===== config.mk =====
export PLATFORM = sky130hd
export DESIGN_NAME = rs485_byte_tx
export DESIGN_NICKNAME = d
export VERILOG_FILES = /design/src/rtl/rs485_byte_tx_pkg.sv /design/src/rtl/rs485_byte_tx_baud_tick_counter.sv /design/src/rtl/rs485_byte_tx.sv
export SDC_FILE = /design/constraint.sdc
export NUM_CORES = 1
export LEC_CHECK = 0
export BUFFER_PORTS_ARGS = -buffer_cell sky130_fd_sc_hd__buf_2
export CORE_MARGIN = 3
export CORE_UTILIZATION = 40
export CTS_CLUSTER_DIAMETER = 40
export DETAILED_ROUTE_END_ITERATION = 8
export GPL_ROUTABILITY_DRIVEN = 0
export SYNTH_ARGS = -nofsm -noshare
export SYNTH_HDL_FRONTEND = slang
export SYNTH_SLANG_ARGS = --single-unit

===== constraint.sdc =====
create_clock -name CLK -period 5.6 [get_ports CLK]
set_input_delay 0.56 -clock CLK [delete_from_list [all_inputs] [get_ports CLK]]
set_output_delay 0.56 -clock CLK [all_outputs]
set_load 0.05 [all_outputs]

===== src/rtl/rs485_byte_tx_pkg.sv =====
`default_nettype none
// ============================================================================
// Module      : rs485_byte_tx_pkg
// Description : UART 8N1 frame constants, the default bit period for a
//               50 MHz clock at 115200 baud, and the line-state encoding
//               shared by the RS485 transmitter and receiver debug taps.
// Revision    : 1.0 - initial release
// ============================================================================
package rs485_byte_tx_pkg;

    localparam int   DATA_BITS            = 8;
    localparam int   STOP_BITS            = 1;
    localparam logic IDLE_LEVEL           = 1'b1;
    localparam int   DEFAULT_CLKS_PER_BIT = 434;   // 50 MHz / 115200

    // Encoding is fixed so that debug taps on the TX and RX sides decode
    // identically.
    typedef enum logic [2:0] {
        ST_IDLE  = 3'd0,
        ST_LEAD  = 3'd1,
        ST_START = 3'd2,
        ST_DATA  = 3'd3,
        ST_STOP  = 3'd4,
        ST_TAIL  = 3'd5
    } uart_state_t;

    // Shift one bit out of the LSB end, filling the top with zero.
    function automatic logic [DATA_BITS-1:0] shift_lsb_out(input logic [DATA_BITS-1:0] v);
        return {1'b0, v[DATA_BITS-1:1]};
    endfunction

endpackage
`default_nettype wire


===== src/rtl/rs485_byte_tx_baud_tick_counter.sv =====
`default_nettype none
// ============================================================================
// Module      : rs485_byte_tx_baud_tick_counter
// Description : Bit-period divider. Counts 0..CLKS_PER_BIT-1 and wraps.
//               i_clear holds the count at zero so a new bit period starts
//               cleanly on the first cycle after i_clear drops.
// Ports       : CLK         - system clock
//               reset       - asynchronous, active-high reset
//               i_clear     - hold count at zero
//               o_tick      - last cycle of the current bit period
//               o_tick_next - second-to-last cycle of the bit period
// Revision    : 1.0 - initial release
// ============================================================================
module rs485_byte_tx_baud_tick_counter #(
    parameter int CLKS_PER_BIT = 434
) (
    input  logic CLK,
    input  logic reset,
    input  logic i_clear,
    output logic o_tick,
    output logic o_tick_next
);

    localparam int            c_W         = $clog2(CLKS_PER_BIT);
    localparam logic [c_W-1:0] c_LAST      = c_W'(CLKS_PER_BIT - 1);
    localparam logic [c_W-1:0] c_NEXT_LAST = c_W'(CLKS_PER_BIT - 2);

    logic [c_W-1:0] r_count;

    always_ff @(posedge CLK or posedge reset) begin
        if (reset) begin
            r_count <= '0;
        end else if (i_clear || (r_count == c_LAST)) begin
            r_count <= '0;
        end else begin
            r_count <= r_count + c_W'(1);
        end
    end

    assign o_tick      = (r_count == c_LAST)      && !i_clear;
    assign o_tick_next = (r_count == c_NEXT_LAST) && !i_clear;

endmodule
`default_nettype wire


===== src/rtl/rs485_byte_tx.sv =====
`default_nettype none
// ============================================================================
// Module      : rs485_byte_tx
// Description : RS485 half-duplex byte transmitter. Sends each accepted byte
//               as an 8N1 UART frame and drives the transceiver DE. DE is
//               raised DE_LEAD_CLKS before the first start bit and held for
//               DE_TAIL_CLKS after the stop bit so back-to-back bytes keep
//               the bus without a lead phase.
// Ports       : CLK         - system clock
//               reset       - asynchronous, active-high reset
//               tx_transmit - one-cycle send request
//               tx_data     - byte to send, sampled on acceptance
//               tx_active   - acceptance through end of stop bit
//               tx_o        - serial line to transceiver DI, idle high
//               tx_enable   - transceiver DE (/RE)
//               tx_done     - pulse in last cycle of the stop bit
// Revision    : 1.0 - initial release
// ============================================================================
module rs485_byte_tx
    import rs485_byte_tx_pkg::*;
#(
    parameter int CLKS_PER_BIT = DEFAULT_CLKS_PER_BIT,
    parameter int DE_LEAD_CLKS = 4,
    parameter int DE_TAIL_CLKS = 868
) (
    input  logic       CLK,
    input  logic       reset,
    input  logic       tx_transmit,
    input  logic [7:0] tx_data,
    output logic       tx_active,
    output logic       tx_o,
    output logic       tx_enable,
    output logic       tx_done
);

    localparam int c_LEAD_W = $clog2(DE_LEAD_CLKS + 1);
    localparam int c_TAIL_W = $clog2(DE_TAIL_CLKS + 1);
    localparam int c_IDX_W  = $clog2(DATA_BITS);

    localparam logic [c_LEAD_W-1:0] c_LEAD_LAST = c_LEAD_W'(DE_LEAD_CLKS - 1);
    localparam logic [c_TAIL_W-1:0] c_TAIL_LAST = c_TAIL_W'(DE_TAIL_CLKS - 1);
    localparam logic [c_IDX_W-1:0]  c_DATA_LAST = c_IDX_W'(DATA_BITS - 1);
    localparam logic [c_IDX_W-1:0]  c_STOP_LAST = c_IDX_W'(STOP_BITS - 1);

    uart_state_t            r_state;
    logic [DATA_BITS-1:0]   r_shift;
    logic [c_IDX_W-1:0]     r_bit_idx;
    logic [c_LEAD_W-1:0]    r_lead_cnt;
    logic [c_TAIL_W-1:0]    r_tail_cnt;

    logic w_baud_clr;
    logic w_tick;
    logic w_tick_next;

    // The bit divider only runs while a frame is on the wire; holding it at
    // zero elsewhere makes the start bit begin on a fresh period whether it
    // follows LEAD or TAIL.
    assign w_baud_clr = !((r_state == ST_START) || (r_state == ST_DATA) || (r_state == ST_STOP));

    rs485_byte_tx_baud_tick_counter #(
        .CLKS_PER_BIT (CLKS_PER_BIT)
    ) u_baud (
        .CLK         (CLK),
        .reset       (reset),
        .i_clear     (w_baud_clr),
        .o_tick      (w_tick),
        .o_tick_next (w_tick_next)
    );

    // Outputs are updated together with the state register so that each
    // output reflects the state being entered, keeping every output a flop.
    always_ff @(posedge CLK or posedge reset) begin
        if (reset) begin
            r_state    <= ST_IDLE;
            r_shift    <= '0;
            r_bit_idx  <= '0;
            r_lead_cnt <= '0;
            r_tail_cnt <= '0;
            tx_o       <= IDLE_LEVEL;
            tx_enable  <= 1'b0;
            tx_active  <= 1'b0;
            tx_done    <= 1'b0;
        end else begin
            tx_done <= 1'b0;
            case (r_state)
                ST_IDLE: begin
                    tx_o      <= IDLE_LEVEL;
                    tx_enable <= 1'b0;
                    if (tx_transmit) begin
                        r_shift    <= tx_data;
                        r_lead_cnt <= '0;
                        tx_active  <= 1'b1;
                        tx_enable  <= 1'b1;
                        r_state    <= ST_LEAD;
                    end
                end

                ST_LEAD: begin
                    if (r_lead_cnt == c_LEAD_LAST) begin
                        r_lead_cnt <= '0;
                        tx_o       <= 1'b0;
                        r_state    <= ST_START;
                    end else begin
                        r_lead_cnt <= r_lead_cnt + c_LEAD_W'(1);
                    end
                end

                ST_START: begin
                    if (w_tick) begin
                        tx_o      <= r_shift[0];
                        r_shift   <= shift_lsb_out(r_shift);
                        r_bit_idx <= '0;
                        r_state   <= ST_DATA;
                    end
                end

                ST_DATA: begin
                    if (w_tick) begin
                        if (r_bit_idx == c_DATA_LAST) begin
                            tx_o      <= IDLE_LEVEL;
                            r_bit_idx <= '0;
                            r_state   <= ST_STOP;
                        end else begin
                            tx_o      <= r_shift[0];
                            r_shift   <= shift_lsb_out(r_shift);
                            r_bit_idx <= r_bit_idx + c_IDX_W'(1);
                        end
                    end
                end

                ST_STOP: begin
                    // r_bit_idx counts stop bits here; tx_done is set one
                    // cycle early so it lands in the final stop-bit cycle.
                    if (w_tick_next && (r_bit_idx == c_STOP_LAST)) begin
                        tx_done <= 1'b1;
                    end
                    if (w_tick) begin
                        if (r_bit_idx == c_STOP_LAST) begin
                            r_bit_idx  <= '0;
                            r_tail_cnt <= '0;
                            tx_active  <= 1'b0;
                            r_state    <= ST_TAIL;
                        end else begin
                            r_bit_idx <= r_bit_idx + c_IDX_W'(1);
                        end
                    end
                end

                ST_TAIL: begin
                    // A follow-on byte wins over tail expiry, including on the
                    // last tail cycle, so DE never dips between bytes.
                    if (tx_transmit) begin
                        r_shift    <= tx_data;
                        r_tail_cnt <= '0;
                        tx_active  <= 1'b1;
                        tx_o       <= 1'b0;
                        r_state    <= ST_START;
                    end else if (r_tail_cnt == c_TAIL_LAST) begin
                        r_tail_cnt <= '0;
                        tx_enable  <= 1'b0;
                        r_state    <= ST_IDLE;
                    end else begin
                        r_tail_cnt <= r_tail_cnt + c_TAIL_W'(1);
                    end
                end

                default: begin
                    r_state   <= ST_IDLE;
                    tx_o      <= IDLE_LEVEL;
                    tx_enable <= 1'b0;
                    tx_active <= 1'b0;
                end
            endcase
        end
    end

endmodule
`default_nettype wire

==> results.yml, run 1 <==
power_and_ir_drop:
  total_power_mw: 0.480
  p_leak_nw: 1.18
  power_density_mw_per_mm2: 192
  ir_drop_mv: 0.0780
sta:
  finalSetupTns_ns: 0
  setup_viol_count_final: 0
  finalHoldViolCount: 0
  skew_ns: 0.00678
  fin_crit_ns: 2.35
  finalCritPeriodShare_pct: 41.9
  whs_ns: 0.383
  slew_viol_final: 0
  worst_pin_slew_ns: 0.879
  max_freq_mhz: 426
  rsz0062_at_grt: "no"
  max_slew_margin_pct: 41.0
final_layout:
  final_common_cell: "dfrtp_1"
  drive_above_1_share_pct: 18.8
  postLayoutCoreUtil_pct: 45.1
  num-nets-final: 258
  final_cell_mix: "dfrtp_1 (39), nor2_1 (16), mux2_2 (16), buf_2 (14), o21ai_0 (13)"
  area_growth_pct: 8.24
  antenna_cells: 0
synth:
  ys_seq_elements: 40
  synthTopCellsByArea: "dfrtp_1 (42%), mux2_2 (7.8%), ha_1 (4.3%)"
  netlist.area_leader.share_pct: 42.3
  async_reset_ff_share_pct: 100
  syn_area_per_cell_um2: 10.1
  synth_top_flop_cell: "dfrtp_1"
  synthCells: 228
  ys_warn_count: 0
  syn-num-nets: 247
  synth_largest_area_cell: "dfrtp_1"
  synth_edf_count: 0
  yosysSeqAreaShare_pct: 43.4
  synth_cell_types: 53
  syn-cell-area_mm2: 0.00231
global_routing:
  grt_overflow: 0
  grt_use_total_pct: 14.3
  grt_max_degree: 41
  grt_pass1_wl_um: 7520
  antenna_found_initial: 0
  grt_pass1_vias: 1651
min_path:
  worst_hold_path_type: "input pin to async pin"
worst_setup_path:
  critPathBufInv: 0
  cpMaxStageDelayCell: "dfrtp_1"
  worstPathRequired_ns: 5.78
  rr_startpoint: "r_state[2]$_DFFE_PP0P_"
  cp-start-kind: "flip-flop"
  arrival_ns: 2.52
  crit_path_cell_trace: "or2_2 -> a21oi_1 -> mux2_2 -> mux2_2"
  r2r_cells: 4
  worstSetupEndpointType: "flip-flop"
  cp_num_cells: 4
  crit_family: "multiplexers"
  cp_max_fo: 21
  crit_type: "flip-flop to flip-flop"
  critPathMostFrequentCell: "mux2_2"
  cp-startpoint: "r_state[2]$_DFFE_PP0P_"
  slowest_delay_ns: 0.58
clock_network:
  postCtsSetupBuffers: 0
  clk_latency_ns: 0.29
  clock_sinks: 40
  post_cts_resize_count: 0
  cts-root-buf: "clkbuf_8"
  clockBufferDepth: 2
  path_clk_slew_ns: 0.08
  cts_made_buffers: 5
  htreeDepth: 2
  cts.hold.buffers_added: 0
  cts_tree: "yes"
route:
  firstDrtPassIters: 6
  wl_per_cell_um: 13.9
  vias: 1733
  viasPerCell: 5.57
  drt-initial-drc-count: 94
  drt_wl_total_um: 4310
  postRouteAntennaNets: 0
  drc: 0
floorplan:
  start_util_pct: 41.6
  chipWidth_um: 81.9
  fp.dieArea_mm2: 0.00671
  coreArea_mm2: 0.00554
  rows: 27
  die_y_um: 81.9
  ios: 15
place:
  port_buffers: 14
  hpwl_um: 2960
outcome:
  status: "completed"
run:
  cap_violations: 0
[worst paths after layout]
kind / endpoint / slack (ns)
worst min-delay path: r_tail_cnt[9]$_DFFE_PP0P_ / 0.38
min in group CLK: r_lead_cnt[1]$_DFFE_PP0P_ / 0.51
max in group asynchronous: tx_o$_DFFE_PP1P_ / 4.85
worst max-delay path: r_shift[1]$_DFFE_PP0P_ / 3.25
worst min register to register: r_lead_cnt[1]$_DFFE_PP0P_ / 0.51
worst max register to register: r_shift[1]$_DFFE_PP0P_ / 3.25
[cells in the mapped netlist, types with 5 or more instances]
library cell	number
a211o_1	7
a21oi_1	10
and3_1	6
buf_2	5
dfrtp_1	39
ha_1	8
inv_1	10
mux2_2	16
nand2_1	10
nand2b_1	9
nand3_1	5
nor2_1	16
nor3_1	6
o21ai_0	13
[worst register-to-register path: cells and delay by family, from the launching register on]
kind            cells  cell delay [ns]
mux                 2             0.67
flops               1             0.58
simple gates        1             0.41
compound gates      1             0.58
[state kept, by name, summed over array words and instances (netlist names)]
name	flops
tx_active	1
r_shift	8
u_baud.r_count	9
r_lead_cnt	3
r_tail_cnt	10
r_state	3
tx_done	1
tx_o	1
r_bit_idx	3
tx_enable	1
[layout make-up]
cell class | instances | area [um2]
inverter | 10 | 37.5
clock inverter | 1 | 5.00
timing repair buffer | 15 | 77.6
tap | 72 | 90.1
multi-input combinational | 167 | 1210
sequential | 40 | 1000
clock buffer | 6 | 72.6
fill | 530 | 3040
[cells by family after synthesis]
kind of cell               after synthesis  share of synthesized area [%]
AOI/OAI and AO/OA                       61                           19.6
and+or+nand+nor                         74                           17.7
xor gates and xnor gates                 6                           2.28
adders and majority gates                8                           4.34
muxes                                   18                           8.68
DFF                                     40                           43.4
buffers and inverters                   21                           4.01
[report_power, final]
group | total (mW) | switching (mW) | internal [mW]
Clock | 0.181 | 0.0959 | 0.0847
Sequential | 0.289 | 0 | 0.289
Combinational | 0.0105 | 0.00716 | 0.00339
[routing by layer]
| metal | routed length, um | share of wire, % | global-route usage, % |
|---|---|---|---|
| met5 | 0 | 0 | 0 |
| met1 | 2060 | 48 | 19.0 |
| met4 | 69 | 1.6 | 4.49 |
| met2 | 2070 | 48 | 22.7 |
| met3 | 115 | 2.7 | 3.95 |
[metrics by stage]
| stage | setup slack (ns) | instances | area, um2 |
|---|---|---|---|
| after floorplan | 3.72 | 228 | 2310 |
| after CTS | 3.23 | 311 | 2500 |
| after global routing | 3.11 | 311 | 2500 |
| after detailed placement | 3.25 | 304 | 2420 |
| final | 3.25 | 311 | 2500 |
| after global placement | 3.26 | 304 | 2420 |
(Power assumes the default switching activity.)
==> run 2: changes to the inputs <==
- clock period: 5.6 -> 2.16 ns (I/O delays scaled with it)
==> results.yml, run 2 (synthesized netlist as in run 1, its figures left out) <==
worst_setup_path:
  critPathBufInv: 0
  crit_family: "compound AO/OA/AOI/OAI gates"
  cp-startpoint: "r_bit_idx[0]$_DFFE_PP0P_"
  worstSetupEndpointType: "flip-flop"
  cp-start-kind: "flip-flop"
  rr_startpoint: "r_bit_idx[0]$_DFFE_PP0P_"
  arrival_ns: 2.18
  endpoint: "r_shift[1]$_DFFE_PP0P_"
  slowest_delay_ns: 0.41
  critPathMostFrequentCell: "ha_1"
  cp_max_fo: 8
  cpMaxStageDelayCell: "dfrtp_1"
  crit_path_cell_trace: "ha_1 -> ha_1 -> nand2b_1 -> a21oi_1 -> o21a_1 -> mux2_2"
  r2r_end: "r_shift[1]$_DFFE_PP0P_"
  r2r_cells: 6
  rrSetupSlack_ns: 0.16
  worstPathRequired_ns: 2.34
  cp_num_cells: 6
  crit_type: "flip-flop to flip-flop"
final_layout:
  final_cell_mix: "dfrtp_1 (39), buf_4 (19), nor2_1 (16), mux2_2 (16), buf_2 (14)"
  drive_above_1_share_pct: 24.8
  layout.cells.non_filler: 330
  final_common_cell: "dfrtp_1"
  area_growth_pct: 15.5
  nFillCells: 544
  top_regs: "r_tail_cnt: 10 flops, u_baud.r_count: 9 flops, r_shift: 8 flops"
  num-nets-final: 276
  multi_input_area_mm2: 0.00122
  largest_register_ffs: 10
  regMostFlops: "r_tail_cnt"
  seq_area_mm2: 0.00100
  antenna_cells: 0
global_routing:
  grt_overflow: 0
  grt_use_total_pct: 14.9
  grt_pass1_wl_um: 7670
  grt_max_degree: 41
  grt_pass1_vias: 1680
  antenna_found_initial: 0
power_and_ir_drop:
  power_density_mw_per_mm2: 500
  total_power_mw: 1.33
  comb_power_share_pct: 2.1
  clock_power_share_pct: 41.7
  pwr-share-seq_pct: 56.2
  internal_power_mw: 1.05
  p_leak_nw: 1.28
  ir_drop_mv: 0.203
  swShare_pct: 21.2
  p_sw_mw: 0.282
sta:
  rsz0062_at_grt: "no"
  slew_viol_final: 0
  max_slew_margin_pct: 53.5
  skew_ns: 0.00414
  finalHoldViolCount: 0
  finalCritPeriodShare_pct: 92.8
  fin_crit_ns: 2.00
  worst_pin_slew_ns: 0.698
  setup_viol_count_final: 0
  finalSetupTns_ns: 0
  max_freq_mhz: 499
route:
  drc: 0
  drt-initial-drc-count: 61
  drt_wl_total_um: 4580
  firstDrtPassIters: 4
  viasPerCell: 5.41
  vias: 1784
  wl_per_cell_um: 13.9
  postRouteAntennaNets: 0
outcome:
  status: "completed"
clock_network:
  cts_tree: "yes"
  clk_latency_ns: 0.29
  cts-root-buf: "clkbuf_8"
  cts.hold.buffers_added: 0
  path_clk_slew_ns: 0.08
  clockBufferDepth: 2
  htreeDepth: 2
  clock_sinks: 40
  postCtsSetupBuffers: 0
  cts_made_buffers: 5
  post_cts_resize_count: 0
floorplan:
  ios: 15
  chipWidth_um: 81.9
  rows: 27
  die_y_um: 81.9
  start_util_pct: 41.6
  fp.dieArea_mm2: 0.00671
  coreArea_mm2: 0.00554
place:
  port_buffers: 14
  dp.cells: 322
  hpwl_um: 3260
run:
  cap_violations: 0
min_path:
  worst_hold_path_type: "input pin to async pin"
## run 2: cell types whose count changed in the layout (fill, tap and decap cells not counted)
cell      change
buf_4        +18
o31ai_4       +1
clkinv_2      -1
o31ai_2       -1
or2_0         -1
clkbuf_8      +2
or2_1         +1
## run 2: per-stage QoR
step	util [%]	instance area [um2]	setup slack, ns	hold WS, ns
2_1_floorplan	-	2310	0.278	0.353
6_report	48.1	2660	0.157	0.0419
3_5_place_dp	46.1	2550	0.0755	0.380
5_1_grt	48.1	2660	0.0193	0.0750
4_1_cts	47.9	2660	0.0558	0.0496
3_3_place_gp	46.1	2550	0.108	0.378
## run 2: final cells by class
class	count	area share (%)
clock buffers	8	3.76
inverters	10	1.41
multi-input cells	167	45.8
flip-flops and latches	40	37.6
well taps	72	3.38
repair buffers	33	7.98
## run 2: tightest hold or removal path: stages
cell   delay [ns]
buf_2        0.09
inv_1        0.04
buf_4        0.44
## run 2: worst min path at each step
| stage | end | startpoint | slack [ns] | depth (start not counted) |
|---|---|---|---|---|
| global route | tx_done$_DFF_PP0_ | reset | 0.08 | 3 |
| floorplan | r_shift[7]$_DFFE_PP0P_ | tx_data[7] | 0.35 | 2 |
| CTS | tx_active$_DFFE_PP0P_ | reset | 0.05 | 3 |
| finish | r_tail_cnt[9]$_DFFE_PP0P_ | reset | 0.04 | 3 |
| global placement | tx_done$_DFF_PP0_ | reset | 0.38 | 3 |
| detailed placement | tx_done$_DFF_PP0_ | reset | 0.38 | 3 |
## run 2: power by group through the flow
stage          combinational, mW  clock (mW)  sequential (mW)
2_1_floorplan             0.0142           0            0.763
3_3_place_gp              0.0294           0            0.763
3_5_place_dp              0.0296           0            0.763
4_1_cts                   0.0294       0.580            0.748
5_1_grt                   0.0322       0.613            0.748
6_report                  0.0277       0.555            0.748
## run 2: routing by layer
metal / routed length, um / track usage [%] / vias up
li1: - / - / 902
met5: 0 / 0 / -
met2: 2190 / 24.7 / 18
met1: 2190 / 18.7 / 857
met4: 76 / 5.48 / 0
met3: 123 / 3.62 / 7
